--- src/rtl/memory_stage_if.sv ---
// Data-memory bus between the M stage and data memory.
// Request/ready accept phase, then rvalid returns load data or store ack.
interface memory_stage_if;
   logic        req;
   logic        ready;
   logic        we;
   logic [31:0] addr;
   logic [31:0] wdata;
   logic [3:0]  be;
   logic        rvalid;
   logic [31:0] rdata;

   modport master (
      output req, we, addr, wdata, be,
      input  ready, rvalid, rdata
   );

   modport slave (
      input  req, we, addr, wdata, be,
      output ready, rvalid, rdata
   );
endinterface

--- src/rtl/memory_stage.sv ---
// M stage: loads/stores over a variable-latency data bus, stalls upstream
// while an access is outstanding, and drives the M/W pipeline register.
module memory_stage #(
   parameter int unsigned TIMEOUT_CYCLES = 0
) (
   input  logic        clk,
   input  logic        rst_n,
   input  logic        RegWriteM,
   input  logic [1:0]  ResultSrcM,
   input  logic        MemWriteM,
   input  logic [2:0]  Funct3M,
   input  logic [31:0] ALUResultM,
   input  logic [31:0] WriteDataM,
   input  logic [4:0]  RdM,
   input  logic [31:0] PCPlus4M,
   memory_stage_if.master dmem,
   output logic        StallM,
   output logic        RegWriteW,
   output logic [1:0]  ResultSrcW,
   output logic [31:0] ALUResultW,
   output logic [31:0] ReadDataW,
   output logic [4:0]  RdW,
   output logic [31:0] PCPlus4W,
   output logic        MisalignW,
   output logic        BusErrW
);

   typedef enum logic [1:0] {IDLE, REQ, RESP} state_e;

   state_e      state_q, state_d;
   logic [31:0] cnt_q, cnt_d;

   logic        regwrite_q, regwrite_d;
   logic [1:0]  resultsrc_q, resultsrc_d;
   logic [31:0] aluresult_q, aluresult_d;
   logic [31:0] readdata_q, readdata_d;
   logic [4:0]  rd_q, rd_d;
   logic [31:0] pcplus4_q, pcplus4_d;
   logic        misalign_q, misalign_d;
   logic        buserr_q, buserr_d;

   logic        is_load, is_access, misalign, aligned;
   logic        done, tmo, stall;
   logic [31:0] shifted, load_ext;
   logic [15:0] half;

   always_comb begin
      is_load   = (ResultSrcM == 2'b01);
      is_access = is_load | MemWriteM;
      misalign  = is_access &
                  (((Funct3M[1:0] == 2'b01) & ALUResultM[0]) |
                   ((Funct3M[1:0] == 2'b10) & (|ALUResultM[1:0])));
      aligned   = is_access & ~misalign;
      done      = (state_q == RESP) & dmem.rvalid;
      // completion wins over a timeout landing in the same cycle
      tmo       = (TIMEOUT_CYCLES != 0) & (state_q != IDLE) &
                  (cnt_q == TIMEOUT_CYCLES) & ~done;
      stall     = aligned & ~done & ~tmo;
   end

   always_comb begin
      dmem.addr  = {ALUResultM[31:2], 2'b00};
      dmem.we    = MemWriteM;
      dmem.be    = 4'b1111;
      dmem.wdata = WriteDataM;
      if (MemWriteM) begin
         unique case (Funct3M[1:0])
            2'b00: begin
               dmem.be    = 4'b0001 << ALUResultM[1:0];
               dmem.wdata = {4{WriteDataM[7:0]}};
            end
            2'b01: begin
               dmem.be    = 4'b0011 << {ALUResultM[1], 1'b0};
               dmem.wdata = {2{WriteDataM[15:0]}};
            end
            default: ;
         endcase
      end
   end

   always_comb begin
      dmem.req = 1'b0;
      state_d  = state_q;
      unique case (state_q)
         IDLE: begin
            dmem.req = aligned;
            if (aligned) state_d = dmem.ready ? RESP : REQ;
         end
         REQ: begin
            dmem.req = ~tmo;
            if (tmo)             state_d = IDLE;
            else if (dmem.ready) state_d = RESP;
         end
         RESP: begin
            if (done | tmo) state_d = IDLE;
         end
         default: state_d = IDLE;
      endcase
      dmem.req = dmem.req & rst_n;
      if (TIMEOUT_CYCLES == 0 || state_q == IDLE || state_d == IDLE)
         cnt_d = '0;
      else
         cnt_d = cnt_q + 32'd1;
   end

   always_comb begin
      shifted = dmem.rdata >> {ALUResultM[1:0], 3'b000};
      half    = ALUResultM[1] ? dmem.rdata[31:16] : dmem.rdata[15:0];
      unique case (Funct3M)
         3'b000:  load_ext = {{24{shifted[7]}}, shifted[7:0]};
         3'b001:  load_ext = {{16{half[15]}}, half};
         3'b100:  load_ext = {24'd0, shifted[7:0]};
         3'b101:  load_ext = {16'd0, half};
         default: load_ext = dmem.rdata;
      endcase
   end

   // a stalled cycle loads a bubble so an access writes back exactly once
   always_comb begin
      regwrite_d  = 1'b0;
      resultsrc_d = '0;
      aluresult_d = '0;
      readdata_d  = '0;
      rd_d        = '0;
      pcplus4_d   = '0;
      misalign_d  = 1'b0;
      buserr_d    = 1'b0;
      if (!stall) begin
         regwrite_d  = RegWriteM & ~misalign & ~tmo;
         resultsrc_d = ResultSrcM;
         aluresult_d = ALUResultM;
         readdata_d  = (done & is_load) ? load_ext : 32'd0;
         rd_d        = RdM;
         pcplus4_d   = PCPlus4M;
         misalign_d  = misalign;
         buserr_d    = tmo;
      end
   end

   always_ff @(posedge clk or negedge rst_n) begin
      if (!rst_n) begin
         state_q     <= IDLE;
         cnt_q       <= '0;
         regwrite_q  <= 1'b0;
         resultsrc_q <= '0;
         aluresult_q <= '0;
         readdata_q  <= '0;
         rd_q        <= '0;
         pcplus4_q   <= '0;
         misalign_q  <= 1'b0;
         buserr_q    <= 1'b0;
      end else begin
         state_q     <= state_d;
         cnt_q       <= cnt_d;
         regwrite_q  <= regwrite_d;
         resultsrc_q <= resultsrc_d;
         aluresult_q <= aluresult_d;
         readdata_q  <= readdata_d;
         rd_q        <= rd_d;
         pcplus4_q   <= pcplus4_d;
         misalign_q  <= misalign_d;
         buserr_q    <= buserr_d;
      end
   end

   assign StallM     = stall;
   assign RegWriteW  = regwrite_q;
   assign ResultSrcW = resultsrc_q;
   assign ALUResultW = aluresult_q;
   assign ReadDataW  = readdata_q;
   assign RdW        = rd_q;
   assign PCPlus4W   = pcplus4_q;
   assign MisalignW  = misalign_q;
   assign BusErrW    = buserr_q;

endmodule

--- src/flat_wrapper.sv ---
// flat-port wrapper written by rule: the top's interface ports become plain ports
module memory_stage_flat 
#(
   parameter int unsigned TIMEOUT_CYCLES = 0
)
  (clk, rst_n, RegWriteM, ResultSrcM, MemWriteM, Funct3M, ALUResultM, WriteDataM, RdM, PCPlus4M, StallM, RegWriteW, ResultSrcW, ALUResultW, ReadDataW, RdW, PCPlus4W, MisalignW, BusErrW, dmem_req, dmem_we, dmem_addr, dmem_wdata, dmem_be, dmem_ready, dmem_rvalid, dmem_rdata);
  memory_stage_if dmem_i ();
  input  logic clk;
  input  logic rst_n;
  input  logic RegWriteM;
  input  logic [1:0] ResultSrcM;
  input  logic MemWriteM;
  input  logic [2:0] Funct3M;
  input  logic [31:0] ALUResultM;
  input  logic [31:0] WriteDataM;
  input  logic [4:0] RdM;
  input  logic [31:0] PCPlus4M;
  output logic StallM;
  output logic RegWriteW;
  output logic [1:0] ResultSrcW;
  output logic [31:0] ALUResultW;
  output logic [31:0] ReadDataW;
  output logic [4:0] RdW;
  output logic [31:0] PCPlus4W;
  output logic MisalignW;
  output logic BusErrW;
  output wire logic [$bits(dmem_i.req)-1:0] dmem_req;
  output wire logic [$bits(dmem_i.we)-1:0] dmem_we;
  output wire logic [$bits(dmem_i.addr)-1:0] dmem_addr;
  output wire logic [$bits(dmem_i.wdata)-1:0] dmem_wdata;
  output wire logic [$bits(dmem_i.be)-1:0] dmem_be;
  input wire logic [$bits(dmem_i.ready)-1:0] dmem_ready;
  input wire logic [$bits(dmem_i.rvalid)-1:0] dmem_rvalid;
  input wire logic [$bits(dmem_i.rdata)-1:0] dmem_rdata;
  assign dmem_req = dmem_i.req;
  assign dmem_we = dmem_i.we;
  assign dmem_addr = dmem_i.addr;
  assign dmem_wdata = dmem_i.wdata;
  assign dmem_be = dmem_i.be;
  assign dmem_i.ready = dmem_ready;
  assign dmem_i.rvalid = dmem_rvalid;
  assign dmem_i.rdata = dmem_rdata;
  memory_stage #(.TIMEOUT_CYCLES(TIMEOUT_CYCLES)) u_core (.clk(clk), .rst_n(rst_n), .RegWriteM(RegWriteM), .ResultSrcM(ResultSrcM), .MemWriteM(MemWriteM), .Funct3M(Funct3M), .ALUResultM(ALUResultM), .WriteDataM(WriteDataM), .RdM(RdM), .PCPlus4M(PCPlus4M), .dmem(dmem_i), .StallM(StallM), .RegWriteW(RegWriteW), .ResultSrcW(ResultSrcW), .ALUResultW(ALUResultW), .ReadDataW(ReadDataW), .RdW(RdW), .PCPlus4W(PCPlus4W), .MisalignW(MisalignW), .BusErrW(BusErrW));
endmodule
--- config.mk ---
export PLATFORM = sky130hd
export DESIGN_NAME = memory_stage_flat
export DESIGN_NICKNAME = d
export VERILOG_FILES = /design/src/rtl/memory_stage_if.sv /design/src/rtl/memory_stage.sv /design/src/flat_wrapper.sv
export SDC_FILE = /design/constraint.sdc
export NUM_CORES = 1
export LEC_CHECK = 0
export ABC_AREA = 0
export BUFFER_PORTS_ARGS = -buffer_cell sky130_fd_sc_hd__clkbuf_2
export CAP_MARGIN = 5
export CORE_AREA = 10 10 116 118
export DETAILED_ROUTE_END_ITERATION = 8
export DIE_AREA = 0 0 126 128
export MAX_ROUTING_LAYER = met4
export PLACE_DENSITY_LB_ADDON = 0.12
export SYNTH_ARGS = -nofsm -noshare
export SYNTH_HDL_FRONTEND = slang
export SYNTH_SLANG_ARGS = --single-unit
--- constraint.sdc ---
create_clock -name clk -period 3 [get_ports clk]
set_input_delay 0.3 -clock clk [delete_from_list [all_inputs] [get_ports clk]]
set_output_delay 0.3 -clock clk [all_outputs]
set_load 0.005 [all_outputs]
==> results.yml <==
outcome:
  status: "completed"
power_and_ir_drop:
  intPower_mw: 2.561
  combPwrFrac: 0.170
  peakVddDrop_uv: 240.9
  switchingPower_mw: 0.8703
  powerDensity_nw_per_um2: 537.9
  p_seq_frac: 0.459
  p_sw_frac: 0.2536
  p_clk_frac: 0.371
  leakagePower_nw: 3.673
sta:
  hold_viol_final: 0
  post-route-period-util: 0.7138
  setup_ws_ns: 0.8587
  hold_slack_ns: 0.1497
  worstMarginPinSlew_ns: 0.9209
  rsz0062_at_grt: "no"
  layout_min_cycle_time_ns: 2.141
  setup_viol: 0
  tns_ns: 0
  fmax_ghz: 0.4670
  fin_worst_skew_ns: 0.006485
  slew_viol_final: 0
  slew_headroom: 0.3815
layout:
  syn_to_final_growth_pct: 37.41
  num_antenna_cells: 0
  layout_commonest_cell: "clkbuf_2"
  finalNetCount: 837
  drive_above_1_share: 0.5115
  layout_common_cells: "clkbuf_2, dfrtp_1, nor2b_1"
routing:
  drt_iter0_drc: 333
  ant_nets: 0
  dr.pass1.iters: 6
  routedWlPerCell_um: 19.88
  via_per_inst: 4.860
  wl_um: 16720
  vias: 4087
  drc: 0
min_path:
  hold_class: "in2reg"
  hold_path_end: "u_core.state_q[0]$_DFFE_PN0P_"
  hold_start: "dmem_ready"
  hold_depth: 2
grt:
  grt_overflow: 0
  grt_util_all_layers: 0.2027
  antenna_found_initial: 0
  grt_pass1_vias: 4499
  grt_max_degree: 74
  grt_pass1_wl_um: 25110
yosys:
  netlist_area_um2: 4642
  synth_area_leaders: "dfrtp_1, nor2b_1, buf_4"
  synth_seq_cells: 107
  syn-instance-count: 422
  avgSynthCellArea_um2: 11.00
  synthArstFlopShare: 1.000
  yosysSeqAreaShare: 0.5768
  ys_types: 40
  synth_edf_count: 0
  synth_top_area_share: 0.5768
  yosysWarnings: 0
  synth_flop_cell: "dfrtp_1"
  synth_area_leader_cell: "dfrtp_1"
placed_design:
  hpwl_um: 13610
  pre_cts_slack_ns: 0.8039
  gp_congestion: 0.9560
  port_buffers: 317
cts:
  clk_path_buf_depth: 2
  cts_inserted_buffers: 9
  clock_latency_ns: 0.34
  clkTransAtPathRegs_ns: 0.07
  post_cts_buffers: 0
  clock_sinks: 107
  cts_hold_buf: 1
  cts_root_buf: "clkbuf_16"
  cts_tree: "built"
  cts-resized-gates: 0
  cts-htree-levels: 3
floorplanning:
  core_area_um2: 11220
  dieHeight_um: 128
  dieArea_um2: 16130
  fp.dieW_um: 126
  io_pins: 321
  placementRows: 39
  initial_core_util: 0.4136
critical_path:
  crit_chain: "clkbuf_2 > buf_4 > nand2b_1 > buf_4 > nor2_2 > mux2_2 > clkbuf_2"
  critPathTopFamily: "buffers and inverters"
  reg2reg_from: "u_core.state_q[0]$_DFFE_PN0P_"
  crit_type: "in2out"
  cp-end-kind: "primary output"
  r2r_cells: 4
  startpoint_type: "input pin"
  slowest_stage: "mux2_2"
  worstPathRequired_ns: 2.70
  critPathMaxFanout: 25
  rrSetupSlack_ns: 1.13
  cp_data_arrival_time_ns: 1.84
  r2r-end: "u_core.ReadDataW[29]$_DFF_PN0_"
  cp_slowest_stage_delay_ns: 0.39
  path_buf_inv: 4
job:
  maxCapViolCount: 0
power by group through the flow:
stage / combinational, mW / sequential (mW) / clock (mW)
floorplan: 0.245 / 1.61 / 0
global placement: 0.586 / 1.60 / 0
detailed placement: 0.591 / 1.60 / 0
CTS: 0.596 / 1.58 / 1.31
global route: 0.648 / 1.59 / 1.35
finish: 0.582 / 1.57 / 1.27
metrics by stage:
step,total power [mW],instances,cell area [um^2],utilization
after global placement,2.186,824,6043,0.5385
after detailed placement,2.196,824,6043,0.5385
after global routing,3.587,841,6379,0.5683
final,3.431,841,6379,0.5683
after CTS,3.478,841,6379,0.5683
after floorplan,1.860,424,4649,-
how the worst max path moves through the flow:
stage | start | endpoint | cells past startpoint
floorplan | Funct3M[1] | dmem_wdata[10] | 4
global placement | Funct3M[0] | u_core.ReadDataW[18]$_DFF_PN0_ | 5
detailed placement | Funct3M[0] | u_core.ReadDataW[29]$_DFF_PN0_ | 5
CTS | Funct3M[1] | dmem_wdata[9] | 7
global route | Funct3M[1] | dmem_wdata[9] | 7
finish | Funct3M[1] | dmem_wdata[9] | 7
per-layer routing:
metal | wire length (um) | track usage | up-vias
met5 | 0 | - | -
li1 | - | - | 1895
met3 | 1487 | 0.06245 | 35
met1 | 6224 | 0.2126 | 1898
met4 | 519 | 0.09444 | 0
met2 | 8491 | 0.3438 | 259
cells in the mapped netlist, types with 2 or more instances:
library cell    n
o21ai_0        20
mux2i_1         9
a31oi_1        13
dfrtp_1       107
nand2_1        46
mux2_2         10
nand2b_1        3
a21o_1         17
inv_1           4
nor2_1          8
nor3_1          2
nor2b_1        75
buf_2          13
a21oi_1         7
a22oi_1         2
clkbuf_1        9
o221ai_1        6
buf_1           2
nand3_1         6
buf_4          42
or3_1           2
sequential cells by signal, summed over array words and instances (netlist names):
signal / cells
u_core.ResultSrcW: 2
u_core.MisalignW: 1
u_core.PCPlus4W: 32
u_core.state_q: 2
u_core.RegWriteW: 1
u_core.ALUResultW: 32
u_core.RdW: 5
u_core.ReadDataW: 32
cell type report:
cell class	instances	area [um^2]
fillers	1009	4845
inverters	4	15.01
repair buffers	325	1652
clock inverters	6	86.33
multi-input cells	246	1530
well taps	143	178.9
clock buffers	10	239.0
flip-flops and latches	107	2678
kinds of logic after synthesis:
kind of cell | count (synthesis) | synth area share
DFF | 107 | 0.5768
AOI/OAI and AO/OA | 73 | 0.1049
other | 1 | 0.0008078
muxes | 19 | 0.04367
and+or+nand+nor | 151 | 0.1774
buffers and inverters | 71 | 0.09649
Note: power is estimated with default switching activity, not from simulation.
